[config.mk]
export PLATFORM = sky130hd
export DESIGN_NAME = calc_entry_ctrl
export DESIGN_NICKNAME = d
export VERILOG_FILES = /design/src/rtl/calc_entry_ctrl.sv
export SDC_FILE = /design/constraint.sdc
export NUM_CORES = 1
export LEC_CHECK = 0
export BUFFER_PORTS_ARGS = -buffer_cell sky130_fd_sc_hd__buf_2
export CORE_AREA = 4 4 94 96
export CTS_BUF_LIST = sky130_fd_sc_hd__clkbuf_8
export DETAILED_ROUTE_END_ITERATION = 12
export DIE_AREA = 0 0 98 100
export PLACE_DENSITY = 0.86
export RECOVER_POWER = 50
export SYNTH_ARGS = -nofsm -noshare
export SYNTH_HDL_FRONTEND = slang
export SYNTH_SLANG_ARGS = --single-unit
[constraint.sdc]
create_clock -name clock -period 2.1 [get_ports clock]
set_input_delay 0 -clock clock [delete_from_list [all_inputs] [get_ports clock]]
set_output_delay 0 -clock clock [all_outputs]
set_load 0.005 [all_outputs]
[src/rtl/calc_entry_ctrl.sv]
// Keypad entry and sequencing controller for the calculator datapath.
// Builds sign-magnitude operands from key strobes and chains results left-to-right.
module calc_entry_ctrl #(
  parameter int unsigned DIGITS = 4
) (
  input  logic        clock,
  input  logic        reset,
  input  logic        key_valid,
  input  logic [4:0]  key_code,
  input  logic [16:0] answer,
  input  logic        ovw,
  output logic [16:0] V1,
  output logic [16:0] V2,
  output logic [1:0]  opcode,
  output logic        newop,
  output logic        newhex,
  output logic        eq,
  output logic [16:0] disp_value,
  output logic        err,
  output logic        ready
);

  localparam int unsigned MAG_W = 16;
  localparam int unsigned VAL_W = MAG_W + 1;
  localparam int unsigned CNT_W = $clog2(DIGITS + 1);

  localparam logic [4:0] K_ADD = 5'h10;
  localparam logic [4:0] K_MUL = 5'h11;
  localparam logic [4:0] K_SUB = 5'h12;
  localparam logic [4:0] K_EQ  = 5'h13;
  localparam logic [4:0] K_CLR = 5'h14;
  localparam logic [4:0] K_NEG = 5'h15;

  typedef enum logic [2:0] {
    IDLE    = 3'd0,
    ENTRY   = 3'd1,
    OP_PEND = 3'd2,
    EQ_WAIT = 3'd3,
    RESULT  = 3'd4,
    ERROR   = 3'd5
  } state_t;

  state_t             state_q, state_d;
  logic [CNT_W-1:0]   cnt_q, cnt_d;
  logic [VAL_W-1:0]   result_q, result_d;
  logic [VAL_W-1:0]   v1_d, v2_d, disp_d;
  logic [1:0]         op_d;
  logic               newop_d, newhex_d, eq_d, err_d, ready_d;

  logic is_digit, is_op, is_eq, is_clr, is_neg;
  logic [VAL_W-1:0] digit_val;

  // Key decode; unknown codes fall through every branch and are ignored.
  always_comb begin
    is_digit  = key_valid && !key_code[4];
    is_op     = key_valid && (key_code == K_ADD || key_code == K_MUL || key_code == K_SUB);
    is_eq     = key_valid && (key_code == K_EQ);
    is_clr    = key_valid && (key_code == K_CLR);
    is_neg    = key_valid && (key_code == K_NEG);
    digit_val = {1'b0, MAG_W'(key_code[3:0])};
  end

  // Next-state and next-output logic.
  always_comb begin
    state_d  = state_q;
    cnt_d    = cnt_q;
    result_d = result_q;
    v1_d     = V1;
    v2_d     = V2;
    op_d     = opcode;
    err_d    = err;
    newop_d  = 1'b0;
    newhex_d = 1'b0;
    eq_d     = 1'b0;

    if (is_clr) begin
      v1_d    = '0;
      v2_d    = '0;
      op_d    = 2'b00;
      newop_d = 1'b1;
      err_d   = 1'b0;
      cnt_d   = '0;
      state_d = IDLE;
    end else begin
      case (state_q)
        IDLE, ENTRY: begin
          if (is_digit) begin
            if (state_q == IDLE) begin
              v1_d     = digit_val;
              cnt_d    = CNT_W'(1);
              newhex_d = 1'b1;
              state_d  = ENTRY;
            end else if (cnt_q < CNT_W'(DIGITS)) begin
              v1_d     = {V1[VAL_W-1], V1[MAG_W-5:0], key_code[3:0]};
              cnt_d    = cnt_q + CNT_W'(1);
              newhex_d = 1'b1;
            end
          end else if (is_neg) begin
            if (state_q == ENTRY && V1[MAG_W-1:0] != '0) begin
              v1_d     = {~V1[VAL_W-1], V1[MAG_W-1:0]};
              newhex_d = 1'b1;
            end
          end else if (is_op) begin
            // Pending op is add with V2 = 0 after reset/clear, so answer is V1 here.
            if (ovw) begin
              err_d   = 1'b1;
              state_d = ERROR;
            end else begin
              v2_d    = answer;
              op_d    = key_code[1:0];
              newop_d = 1'b1;
              state_d = OP_PEND;
            end
          end else if (is_eq && state_q == ENTRY) begin
            eq_d    = 1'b1;
            state_d = EQ_WAIT;
          end
        end
        OP_PEND: begin
          if (is_digit) begin
            v1_d     = digit_val;
            cnt_d    = CNT_W'(1);
            newhex_d = 1'b1;
            state_d  = ENTRY;
          end else if (is_op) begin
            op_d    = key_code[1:0];
            newop_d = 1'b1;
          end
        end
        EQ_WAIT: begin
          if (ovw) begin
            err_d   = 1'b1;
            state_d = ERROR;
          end else begin
            result_d = answer;
            v2_d     = answer;
            v1_d     = '0;
            cnt_d    = '0;
            state_d  = RESULT;
          end
        end
        RESULT: begin
          if (is_digit) begin
            v1_d     = digit_val;
            v2_d     = '0;
            op_d     = 2'b00;
            cnt_d    = CNT_W'(1);
            newop_d  = 1'b1;
            newhex_d = 1'b1;
            state_d  = ENTRY;
          end else if (is_op) begin
            v1_d    = '0;
            op_d    = key_code[1:0];
            newop_d = 1'b1;
            state_d = OP_PEND;
          end
        end
        ERROR: begin
          err_d = 1'b1;
        end
        default: begin
          state_d = IDLE;
        end
      endcase
    end

    case (state_d)
      IDLE, ENTRY: disp_d = v1_d;
      OP_PEND:     disp_d = v2_d;
      RESULT:      disp_d = result_d;
      EQ_WAIT:     disp_d = disp_value;
      default:     disp_d = '0;
    endcase

    ready_d = (state_d != EQ_WAIT);
  end

  // State and registered outputs.
  always_ff @(posedge clock or negedge reset) begin
    if (!reset) begin
      state_q    <= IDLE;
      cnt_q      <= '0;
      result_q   <= '0;
      V1         <= '0;
      V2         <= '0;
      opcode     <= 2'b00;
      newop      <= 1'b0;
      newhex     <= 1'b0;
      eq         <= 1'b0;
      disp_value <= '0;
      err        <= 1'b0;
      ready      <= 1'b1;
    end else begin
      state_q    <= state_d;
      cnt_q      <= cnt_d;
      result_q   <= result_d;
      V1         <= v1_d;
      V2         <= v2_d;
      opcode     <= op_d;
      newop      <= newop_d;
      newhex     <= newhex_d;
      eq         <= eq_d;
      disp_value <= disp_d;
      err        <= err_d;
      ready      <= ready_d;
    end
  end

endmodule
### Word level (Yosys, flattened, before mapping)

Index checks and enable logic that the tools add are counted.

| storage, ports and cells | value |
|---|---|
| bits in registers | 81 |
| output and inout port bits | 58 |

| cells by class | value |
|---|---|
| eq/ne operators | 25 |
| magnitude comparators | 1 |
| add/sub/neg operators | 1 |
| reduce and logical (&&, ||, !) cells | 22 |
| multiplexer cells | 79 |
| bitwise operators | 1 |

Operators by type and width:

| cell | count |
|---|---|
| $mux W17 | 18 |
| $pmux W17 S4 | 2 |
| $pmux W17 S3 | 1 |
| $mux W3 | 16 |
| $eq A5 B5 Y1 const B | 6 |
| $mux W1 | 27 |
| $ne A3 B3 Y1 const B | 7 |
| $mux W16 | 1 |
| $mux W2 | 8 |
| $reduce_bool A16 Y1 | 1 |
| $pmux W3 S5 | 1 |
| $eq A3 B2 Y1 const B | 4 |
| $reduce_bool A4 Y1 | 3 |
| $eq A3 B3 Y1 const B | 3 |
| $pmux W3 S3 | 1 |
| $logic_and A1 B1 Y1 | 7 |
| $eq A3 B1 Y1 const B | 2 |
| $logic_not A3 Y1 | 2 |
| $pmux W1 S3 | 2 |
| $pmux W2 S3 | 1 |
| $reduce_and A6 Y1 | 1 |
| $reduce_or A2 Y1 | 3 |
| $reduce_and A5 Y1 | 1 |
| $ne A4 B4 Y1 const B | 1 |
| 9 further kinds | 10 |

### Depth between registers and ports, before layout

Gate-level depths: netlist (run 1).

| depth | value |
|---|---|
| word-level depth | 12 |
| mapped depth | 9 |

### Least setup slack after synthesis (run 1)

OpenSTA, ideal clock, no wires.

| path | value |
|---|---|
| path type | register to register |
| start point | register state_q[2] |
| end point | register disp_value[14] |
| cell stages (with the launch flop) | 8 |
| required time | 1.974 ns |
| clock period less this slack | 2.225 ns |
| path buffers | 3 |
| path slack | -0.125 ns |
| setup time | 0.126 ns |
| data arrival time | 2.098 ns |
| cells stage by stage | dfrtp_1 -> buf_2 -> nor4bb_1 -> and2_1 -> buf_2 -> buf_2 -> mux2_2 -> a221o_1 |

| on the way | value |
|---|---|
| elaborated cells between the ends (all ways) | 33 |

RTL lines:

| item | RTL line | source |
|---|---|---|
| start: declaration | 43 | `state_t state_q, state_d;` |
| start signal: assignment | 194 | `state_q <= state_d;` |
| $eq A3 B2 Y1 | 85 | `case (state_q)` |
| $mux W17 | 85 |  |
| $mux W17 | 76 | `if (is_clr) begin` |
| net result_d[14] | 45 | `logic [VAL_W-1:0] result_q, result_d;` |
| $pmux W17 S4 | 167 | `case (state_d)` |
| end signal: assignment | 203 | `disp_value <= disp_d;` |
| end: declaration | 18 | `output logic [16:0] disp_value,` |

The timed path passes the listed nets, and every way through them passes these cells.
A chain may end at the register's enable or synchronous reset.

### Worst setup path in the final report (run 1)

| path | value |
|---|---|
| start point | register state_q[2] |
| end point | register disp_value[7] |

| on the way | value |
|---|---|
| elaborated cells between the ends (all ways) | 33 |

RTL lines:

| item | RTL line | source |
|---|---|---|
| $logic_not A3 Y1 | 85, 88 |  |
| $mux W17 | 88 | `if (state_q == IDLE) begin` |
| $mux W17 | 87 | `if (is_digit) begin` |
| $pmux W17 S4 * | 85 |  |
| $mux W17 * | 76 |  |
| net v1_d[7] | 46 | `logic [VAL_W-1:0] v1_d, v2_d, disp_d;` |
| $pmux W17 S4 * | 167 |  |

Mark *: on every way through the listed nets, which the timed path passes. The rest lies on a longest branch.

==> impl_results.md, run 1 <==
* Share of layout cells above drive strength 1 at 44.8%
* Setup_tns at -2910 ps
* Wirelength, routed at 15900 µm
* Routed vias/inst at 6.68
* Syn Inst Count at 368
* Place WS at -230 ps
* Kind of critical path: flop to flop
* F_max at 428 MHz
* Most frequent cells in the layout: dfrtp_1, buf_2, buf_4, a22o_1, dlygate4sd3_1
* Switching Power at 1.66 mW
* Final setup margin at -237 ps
* Hold WS at 22.9 ps
* Sw Share at 35.2%
* Slowest-stage cell, CP: dfrtp_2
* Num rows at 33
* Shortest period the worst path allows at 2340 ps
* Logic pwr share at 30.2%
* Fillers at 520
* CTS Root Cell: clkbuf_8
* Crit path DAT at 2600 ps
* Core Area at 8050 µm²
* Clk Latency, worst-skew pair at 390 ps
* Slew Limit Fails at 30
* Synth Flop Type: dfrtp_1
* Skew final at 16.4 ps
* Remaining antenna violation count at 0
* Sequential share of power at 43.6%
* Lkg Pwr at 2.88 nW
* Worst min-delay path category: input port to flop
* Post-Syn Area at 4030 µm²
* Io pins at 84
* Commonest non-fill, non-tap cell in the layout: dfrtp_1
* CTS Buffer Depth at 2
* Hold Crit Depth at 3
* Largest net degree at the start of global routing at 53
* Vias in the first global route at 4292
* CTS clk-pin slew, worst paths at 90 ps
* TritonCTS clock tree: yes
* Asr flop ratio synth at 100%
* Initial Util at 50.0%
* GP Congestion at 0.890
* Slew @ Worst Pin at 1840 ps
* Die Y at 100 µm
* Worst R2R Path Depth at 9
* Warnings, synthesis at 0
* First-pass GRT wire length at 23000 µm
* Total track usage at 29.9%
* Crit-path max FO at 7
* Post-DR wirelength/cell at 24.5 µm
* Startpoint Class: flop
* DRC Markers at 0
* Required @ worst endpoint at 2370 ps
* Total die area at 9800 µm²
* Clock power frac at 26.2%
* Rel. slew slack at -23.0%
* Power Internal at 3.07 mW
* Clk sinks at 81
* Crit end category: flop
* Max Cap Viol at 1
* Area of the multi-input gates at 2080 µm²
* Status: finished with violations
* Sequential-to-total area share from yosys stat at 50.4%
* CP peak stage delay at 420 ps
* Initial antenna violation count at 0
* PwrDens at 809 nW/µm²
* Failing checks: max-capacitance violations, max-slew violations, negative setup slack
* Global route total overflow at 0
* Synth cell types at 62
* Syn Area/Cell at 10.9 µm²
* Syn nets at 395
* Number of CTS-inserted buffers at 9
* Dpl hpwl at 9060 µm
* Area Overhead vs Synth at 45.3%
* Core Util, Final at 72.6%
* EDFF count, synth at 0
* Initial DRC count at 627
* # port buffers at 83
* Chip Width at 98 µm
* CP cell instances: buf_6 > buf_4 > nand3b_1 > o221ai_2 > o311ai_4 > buf_6 > a32o_2 > a22o_1 > a221o_1
* Htree depth at 3
* Final nets at 564
* DRT Pass-1 Iters at 5
* Total number of vias at 4323
* VDD IR max at 724 µV
* Final critical-path share of the clock period at 111%
* Setup violators final at 16
* Synthesized flop and latch total at 81
* Final hold violations at 0
* Most used cell, CP: buf_6
* Tot Pwr at 4.73 mW
* FF+latch area at 2030 µm²
* RSZ-0062 raised after global routing: true
* Antenna cells at 0
Yosys cell counts (2+ instances only):
master / count / area (µm²)
a21o_1: 11 / 82.6
a21oi_1: 16 / 80.1
a221o_1: 14 / 140
a22o_1: 22 / 193
a22oi_1: 4 / 30.0
a31oi_1: 2 / 12.5
a32o_1: 16 / 160
and2_1: 9 / 56.3
and3_1: 3 / 18.8
and3b_1: 2 / 17.5
buf_2: 12 / 60.1
clkbuf_1: 17 / 63.8
dfrtp_1: 80 / 2000
inv_1: 3 / 11.3
mux2_2: 17 / 191
mux2i_1: 3 / 30.0
nand2_1: 19 / 71.3
nand2b_1: 2 / 12.5
nand3_1: 9 / 45.0
nand4_1: 11 / 68.8
nor2_1: 17 / 63.8
nor2b_1: 3 / 18.8
nor3_1: 2 / 10.0
nor3_2: 2 / 20.0
nor3b_1: 2 / 15.0
nor4_1: 5 / 31.3
o21ai_0: 14 / 70.1
o21ai_1: 2 / 10.0
o221ai_1: 2 / 17.5
o32a_1: 8 / 80.1
or3_1: 8 / 50.1
metal layers:
metal  part of all wire, %  global-route usage, %  up-vias
li1                      -                      -     1785
met1                    36                   37.1     2067
met2                    48                   49.4      382
met3                    10                   6.88       89
met4                   5.8                   15.1        0
met5                     0                      0        -
flip-flops by register name, indices dropped and copies added, names as in the netlist, 2 cells and up:
register    count
cnt_q           3
V1             17
V2             17
opcode          2
state_q         3
result_q       17
disp_value     17
critical path: cells and delay by family, from the launching register on:
family | cells | cell delay (ps)
compound gates | 5 | 1130
buf+inv | 3 | 450
flops | 1 | 420
simple gates | 1 | 220
area by class of cell:
type	count	area share [%]
clock buffers	9	2.12
multi-input cells	254	35.6
inverters	3	0.278
well taps	105	2.25
clock inverters	7	1.33
repair buffers	188	23.8
flip-flops and latches	81	34.7
timing repair:
action                                  CTS  global route
buffers inserted                         15             5
hold buffers                             19             0
pin swaps                                 8            21
gates resized for setup                  38            43
endpoints found under the hold margin   113             0
endpoints found under the setup margin   19            19
gates cloned                              1             1
power groups by stage:
stage               Sequential (mW)  Clock, mW  Combinational [mW]
CTS                            2.02       1.21                1.26
global route                   2.08       1.30                1.51
detailed placement             2.06          0                1.12
global placement               2.04          0                1.09
finish                         2.06       1.24                1.43
floorplan                      2.01          0               0.530
worst paths after layout:
check | slack (ps) | start | to
max | -240 | state_q[2] | disp_value[7]
min | 20 | key_code[1] | opcode[1]
max reg2reg | -240 | state_q[2] | disp_value[7]
min reg2reg | 510 | result_q[5] | result_q[5]
max in group asynchronous | 270 | reset | state_q[2]
min in group asynchronous | 640 | reset | eq
stage by stage:
stage | instance area, µm² | instances
2_1_floorplan | 4050 | 368
3_3_place_gp | 5020 | 590
3_5_place_dp | 5020 | 590
4_1_cts | 5660 | 641
5_1_grt | 5850 | 647
6_report | 5850 | 647
cell families after synthesis:
logic type / Yosys count / share of synthesized area, %
adder cells (fa/ha/maj): 1 / 0.311
multiplexers: 20 / 5.50
AO/OA/AOI/OAI: 126 / 25.0
buffers and inverters: 33 / 3.45
AND/OR/NAND/NOR: 107 / 15.4
flip-flops: 81 / 50.4
Power figures use the tool's default switching activity.
==> run 2: changes to the inputs <==
--- a/config.mk
+++ b/config.mk
@@ -6,11 +6,11 @@
 export NUM_CORES = 1
 export LEC_CHECK = 0
 export BUFFER_PORTS_ARGS = -buffer_cell sky130_fd_sc_hd__buf_2
-export CORE_AREA = 4 4 94 96
+export CORE_AREA = 4 4 93 95
 export CTS_BUF_LIST = sky130_fd_sc_hd__clkbuf_8
 export DETAILED_ROUTE_END_ITERATION = 12
-export DIE_AREA = 0 0 98 100
-export PLACE_DENSITY = 0.86
+export DIE_AREA = 0 0 97 99
+export PLACE_DENSITY = 0.88
 export RECOVER_POWER = 50
 export SYNTH_ARGS = -nofsm -noshare
 export SYNTH_HDL_FRONTEND = slang
==> constraint.sdc (replaced) <==
create_clock -name clock -period 2.3 [get_ports clock]
set_input_delay 0 -clock clock [delete_from_list [all_inputs] [get_ports clock]]
set_output_delay 0 -clock clock [all_outputs]
set_load 0.005 [all_outputs]
==> run 2 against run 1 <==
Net effect:
- the flow now finishes without violations
- fmax grew 3.0%
- register-to-register slack gained 270 ps
- core utilization shrank 5.3 points
- count of clock-buffer cells in the layout grew 1
- largest cell class is now flip-flops and latches
==> impl_results.md, run 2 (synthesized netlist as in run 1, its figures left out) <==
* Clk sinks at 81 (unchanged)
* Area Overhead vs Synth at 29.2% (was 45.3%)
* Sw Share at 33.9% (was 35.2%)
* Final hold violations at 0 (unchanged)
* Rel. slew slack at 32.9% (was -23.0%)
* Global route total overflow at 0 (unchanged)
* Switching Power at 1.31 mW (was 1.66 mW)
* Hold WS at 18.6 ps (was 22.9 ps)
* Initial antenna violation count at 0 (unchanged)
* Commonest non-fill, non-tap cell in the layout: dfrtp_1 (unchanged)
* Total track usage at 26.5% (was 29.9%)
* Crit-path max FO at 8 (was 7)
* Die Y at 99 µm (was 100 µm)
* Dpl hpwl at 8640 µm (was 9060 µm)
* Remaining antenna violation count at 0 (unchanged)
* Startpoint Class: flop (unchanged)
* RSZ-0062 raised after global routing: true (unchanged)
* Initial Util at 52.1% (was 50.0%)
* Num rows at 32 (was 33)
* Placement Cell Area at 4800 µm² (was 5020 µm²)
* Chip Width at 97 µm (was 98 µm)
* Clock power frac at 25.7% (was 26.2%)
* Max Cap Viol at 0 (was 1)
* Final nets at 524 (was 564)
* Wirelength, routed at 12700 µm (was 15900 µm)
* Antenna cells at 0 (unchanged)
* Vias in the first global route at 3953 (was 4292)
* Met2 Usage GRT at 41.0% (was 49.4%)
* Slew @ Worst Pin at 1010 ps (was 1840 ps)
* VDD IR max at 609 µV (was 724 µV)
* Fillers at 593 (was 520)
* Worst min-delay path category: input port to flop (unchanged)
* CTS clk-pin slew, worst paths at 90 ps (about the same)
* CTS Buffer Depth at 2 (unchanged)
* Design area at 5200 µm² (was 5850 µm²)
* Status: completed (was finished with violations)
* Shortest period the worst path allows at 2270 ps (was 2340 ps)
* # port buffers at 83 (unchanged)
* GP Congestion at 0.974 (was 0.890)
* Post-DR wirelength/cell at 21.1 µm (was 24.5 µm)
* Logic pwr share at 26.2% (was 30.2%)
* Number of CTS-inserted buffers at 9 (unchanged)
* Reg-to-reg critical path endpoint: disp_value[10] (was disp_value[7])
* Power Internal at 2.56 mW (was 3.07 mW)
* R2R setup slack at 30 ps (was -240 ps)
* Lkg Pwr at 2.47 nW (was 2.88 nW)
* Htree depth at 3 (unchanged)
* GRT met3 Usage at 4.88% (was 6.88%)
* GR peak layer: met2 (unchanged)
* Worst R2R Path Depth at 6 (was 9)
* Share of layout cells above drive strength 1 at 30.7% (was 44.8%)
* Initial DRC count at 349 (was 627)
* Largest net degree at the start of global routing at 82 (was 53)
* Kind of critical path: flop to flop (unchanged)
* Setup violators final at 0 (was 16)
* TritonCTS clock tree: yes (unchanged)
* F_max at 441 MHz (was 428 MHz)
* Min-Delay Endpoint: opcode[0] (was opcode[1])
* Sequential share of power at 48.1% (was 43.6%)
* Core Util, Final at 67.3% (was 72.6%)
* Io pins at 84 (unchanged)
* First-pass GRT wire length at 20500 µm (was 23000 µm)
* Routed vias/inst at 6.66 (was 6.68)
* Hold Path Origin: key_code[0] (was key_code[1])
* DRT Pass-1 Iters at 5 (unchanged)
* Total number of vias at 4021 (was 4323)
* Reg-to-Reg Start: state_q[2] (unchanged)
* Skew final at 13.8 ps (was 16.4 ps)
* Final critical-path share of the clock period at 98.6% (was 111%)
* Crit end category: flop (unchanged)
* Most frequent cells in the layout: dfrtp_1, buf_2, buf_4, clkbuf_1, a22o_1 (was dfrtp_1, buf_2, buf_4, a22o_1, dlygate4sd3_1)
* DRC Markers at 0 (unchanged)
* Hold Crit Depth at 3 (unchanged)
* PwrDens at 743 nW/µm² (was 809 nW/µm²)
* Slew Limit Fails at 0 (was 30)
* Total die area at 9600 µm² (was 9800 µm²)
* CTS Root Cell: clkbuf_8 (unchanged)
* Required @ worst endpoint at 2540 ps (was 2370 ps)
* Clk Latency, worst-skew pair at 360 ps (was 390 ps)
* Core Area at 7730 µm² (was 8050 µm²)
* Met1 usage at 36.7% (was 37.1%)
* Crit path DAT at 2510 ps (was 2600 ps)
-- run 2: worst max-delay path by stage --
stage | to | slack, ps | start | cells after the start
after floorplan | disp_value[14] | 80 | state_q[2] | 7
after global placement | disp_value[12] | -40 | state_q[2] | 9
after detailed placement | disp_value[10] | -20 | state_q[2] | 5
after CTS | disp_value[3] | 0.5 | state_q[0] | 7
after global routing | disp_value[10] | -40 | state_q[2] | 10
final | disp_value[10] | 30 | state_q[2] | 6
-- run 2: critical path, stage by stage, from the launching register on --
cell	delay [ps]
dfrtp_2	470
buf_4	150
or4_4	570
a21o_1	180
a32o_1	280
a22o_1	220
a221o_1	280
-- run 2: final cells by class --
type	count	area (µm²)	share of cell area [%]
clock buffer	10	138	2.65
clock inverter	6	51.3	0.986
inverter	3	11.3	0.217
multi-input combinational	254	1890	36.3
sequential	81	2030	39.0
tap	102	128	2.45
timing repair buffer	148	957	18.4
-- run 2: power groups by stage --
stage	Combinational [mW]	Clock (mW)	Sequential, mW
after floorplan	0.478	0	1.83
after global placement	0.929	0	1.86
after detailed placement	0.961	0	1.87
after CTS	0.996	0.995	1.85
after global routing	1.10	1.07	1.88
final	1.01	0.993	1.86
-- run 2: metrics by stage --
| stage | std cells | worst slack (ps) | total power [mW] | setup TNS, ps |
|---|---|---|---|---|
| after floorplan | 368 | 75.5 | 2.31 | 0 |
| after global placement | 566 | -35.2 | 2.79 | -169 |
| after detailed placement | 566 | -19.3 | 2.83 | -19.3 |
| after CTS | 600 | 0.453 | 3.84 | 0 |
| after global routing | 604 | -37.8 | 4.04 | -91.2 |
| final | 604 | 31.2 | 3.87 | 0 |
-- run 2: timing repair --
item | in CTS | in global routing
endpoints found under the setup margin | 4 | 14
buffers inserted | 0 | 4
endpoints found under the hold margin | 115 | 0
pin swaps | 0 | 1
resized for setup | 1 | 9
hold buffers | 18 | 0
-- run 2: metal layers --
layer  vias to the layer above  wire length, µm
met5                         -                0
met4                         0              447
met3                        49             1110
met2                       272             6060
met1                      1993             5120
li1                       1707                -
==> run 3: changes to the inputs <==
--- a/config.mk
+++ b/config.mk
@@ -6,10 +6,10 @@
 export NUM_CORES = 1
 export LEC_CHECK = 0
 export BUFFER_PORTS_ARGS = -buffer_cell sky130_fd_sc_hd__buf_2
-export CORE_AREA = 4 4 93 95
+export CORE_AREA = 4 4 89 99
 export CTS_BUF_LIST = sky130_fd_sc_hd__clkbuf_8
 export DETAILED_ROUTE_END_ITERATION = 12
-export DIE_AREA = 0 0 97 99
+export DIE_AREA = 0 0 93 103
 export PLACE_DENSITY = 0.88
 export RECOVER_POWER = 50
 export SYNTH_ARGS = -nofsm -noshare
==> run 3 against run 2 <==
Net effect:
- fmax grew 1.3%
- clock power increased by 7%
- wire length increased by 0.49%
- global-route usage grew 0.63 points
- register-to-register slack better by 30 ps
- total power is 1.2% higher
- cell area down 1.7%
- largest power group unchanged
- highest routed layer unchanged
==> impl_results.md, run 3 (synthesized netlist as in run 1, its figures left out) <==
* Status: completed (unchanged)
* Die Y at 103 µm (was 99 µm)
* Max Cap Viol at 0 (unchanged)
* Num rows at 34 (was 32)
* Clock power frac at 27.2% (was 25.7%)
* Place WS at 21.8 ps (was -19.3 ps)
* CTS clk-pin slew, worst paths at 90 ps (about the same)
* Global route total overflow at 0 (unchanged)
* Crit end category: flop (unchanged)
* Skew final at 12.3 ps (was 13.8 ps)
* Slew @ Worst Pin at 1010 ps (about the same)
* Wirelength, routed at 12800 µm (was 12700 µm)
* Final hold violations at 0 (unchanged)
* Core Util, Final at 65.3% (was 67.3%)
* Initial antenna violation count at 0 (unchanged)
* Shortest period the worst path allows at 2240 ps (was 2270 ps)
* Remaining antenna violation count at 0 (unchanged)
* Sequential share of power at 47.8% (was 48.1%)
* TritonCTS clock tree: yes (unchanged)
* Initial DRC count at 450 (was 349)
* Power Internal at 2.63 mW (was 2.56 mW)
* Clk Latency, worst-skew pair at 360 ps (about the same)
* Placed insts at 565 (was 566)
* Post-DR wirelength/cell at 21.3 µm (was 21.1 µm)
* Final std cells w/o fill at 600 (was 604)
* Share of layout cells above drive strength 1 at 27.2% (was 30.7%)
* Chip Width at 93 µm (was 97 µm)
* Reg-to-Reg Start: state_q[2] (unchanged)
* Required @ worst endpoint at 2540 ps (about the same)
* CP Launch Point: state_q[2] (unchanged)
* Crit path capture: disp_value[12] (was disp_value[10])
* First-pass GRT wire length at 20200 µm (was 20500 µm)
* Reg-to-reg critical path endpoint: disp_value[12] (was disp_value[10])
* Hold Path Origin: key_code[1] (was key_code[0])
* Setup violators final at 0 (unchanged)
* Total track usage at 27.2% (was 26.5%)
* PwrDens at 765 nW/µm² (was 743 nW/µm²)
* Sw Share at 32.8% (was 33.9%)
* Htree depth at 3 (unchanged)
* Area Overhead vs Synth at 27.1% (was 29.2%)
* R2R setup slack at 60 ps (was 30 ps)
* Commonest non-fill, non-tap cell in the layout: dfrtp_1 (unchanged)
* Lkg Pwr at 2.40 nW (was 2.47 nW)
* Crit path DAT at 2480 ps (was 2510 ps)
* # port buffers at 83 (unchanged)
* Io pins at 84 (unchanged)
* Fillers at 622 (was 593)
* Dpl hpwl at 8560 µm (was 8640 µm)
* Core Area at 7830 µm² (was 7730 µm²)
* Clk sinks at 81 (unchanged)
* Largest net degree at the start of global routing at 82 (unchanged)
* Crit-path max FO at 14 (was 8)
* Worst min-delay path category: input port to flop (unchanged)
* Switching Power at 1.29 mW (was 1.31 mW)
* F_max at 447 MHz (was 441 MHz)
* Initial Util at 51.4% (was 52.1%)
* GP Congestion at 0.966 (was 0.974)
* Total number of vias at 3938 (was 4021)
* Rel. slew slack at 32.5% (was 32.9%)
* Worst R2R Path Depth at 9 (was 6)
* Kind of critical path: flop to flop (unchanged)
* Routed vias/inst at 6.56 (was 6.66)
* Antenna cells at 0 (unchanged)
* Final critical-path share of the clock period at 97.3% (was 98.6%)
* DRC Markers at 0 (unchanged)
* DRT Pass-1 Iters at 8 (was 5)
* CTS Root Cell: clkbuf_8 (unchanged)
* Number of CTS-inserted buffers at 9 (unchanged)
* Tot Pwr at 3.91 mW (was 3.87 mW)
* Most frequent cells in the layout: dfrtp_1, buf_2, buf_4, clkbuf_1, a22o_1 (unchanged)
* Vias in the first global route at 3978 (was 3953)
* CTS Buffer Depth at 2 (unchanged)
* Final nets at 514 (was 524)
* Final setup margin at 61.0 ps (was 31.2 ps)
* Logic pwr share at 25.1% (was 26.2%)
* VDD IR max at 526 µV (was 609 µV)
* Total die area at 9580 µm² (was 9600 µm²)
* Slew Limit Fails at 0 (unchanged)
* Startpoint Class: flop (unchanged)
## run 3: changes by cell type in the layout (fill, tap and decap cells not counted), sizes merged
cell      previous run  this run
buf                104        86
clkbuf              36        44
clkinvlp             3         0
clkinv               1         3
bufinv               0         1
## run 3: how the worst min path moves through the flow
stage / end / depth (start not counted) / slack, ps
after floorplan: V1[0] / 0 / -300
after detailed placement: err / 1 / 240
final: opcode[1] / 3 / 30
after CTS: V1[3] / 2 / 10
after global routing: opcode[0] / 3 / 60
after global placement: err / 1 / 230
## run 3: routing by layer
metal / up-vias / wire length, µm / global-route usage (%)
met5: - / 0 / 0
met4: 0 / 520 / 12.6
met3: 65 / 1180 / 5.55
met2: 291 / 6140 / 44.4
met1: 1897 / 4970 / 35.1
li1: 1685 / - / -
## run 3: area by class of cell
class | instances | area, µm² | share of cell area (%)
flip-flops and latches | 81 | 2030 | 39.7
multi-input cells | 254 | 1880 | 36.8
repair buffers | 138 | 862 | 16.9
clock buffers | 10 | 138 | 2.69
well taps | 108 | 135 | 2.64
clock inverters | 6 | 57.6 | 1.13
inverters | 3 | 11.3 | 0.220
## run 3: repair_timing
| action | in CTS | in global routing |
|---|---|---|
| hold buffers | 18 | 0 |
| resized for setup | 0 | 7 |
| setup endpoints to repair | 0 | 17 |
| endpoints found under the hold margin | 114 | 0 |
| buffers inserted | 0 | 1 |
## run 3: critical path: stages, from the launching register on
cell      delay [ps]
dfrtp_2          500
inv_2            100
buf_4            140
o21ai_1           60
a222oi_1         400
buf_4            200
nor3_2            60
buf_12           160
a22o_1           240
a221o_1          280
## run 3: power by group through the flow
stage	Clock [mW]	Sequential, mW	Combinational (mW)
4_1_cts	1.06	1.85	0.976
3_3_place_gp	0	1.86	0.927
5_1_grt	1.12	1.89	1.06
2_1_floorplan	0	1.83	0.478
3_5_place_dp	0	1.87	0.944
6_report	1.06	1.87	0.980
## run 3: stage by stage
step / cell area (µm²) / setup TNS, ps / hold slack, ps
floorplan: 4030 / 0 / -296
global placement: 4750 / 0 / 229
detailed placement: 4750 / 0 / 238
CTS: 5130 / 0 / 14.6
global route: 5110 / -145 / 57.0
finish: 5110 / 0 / 26.6
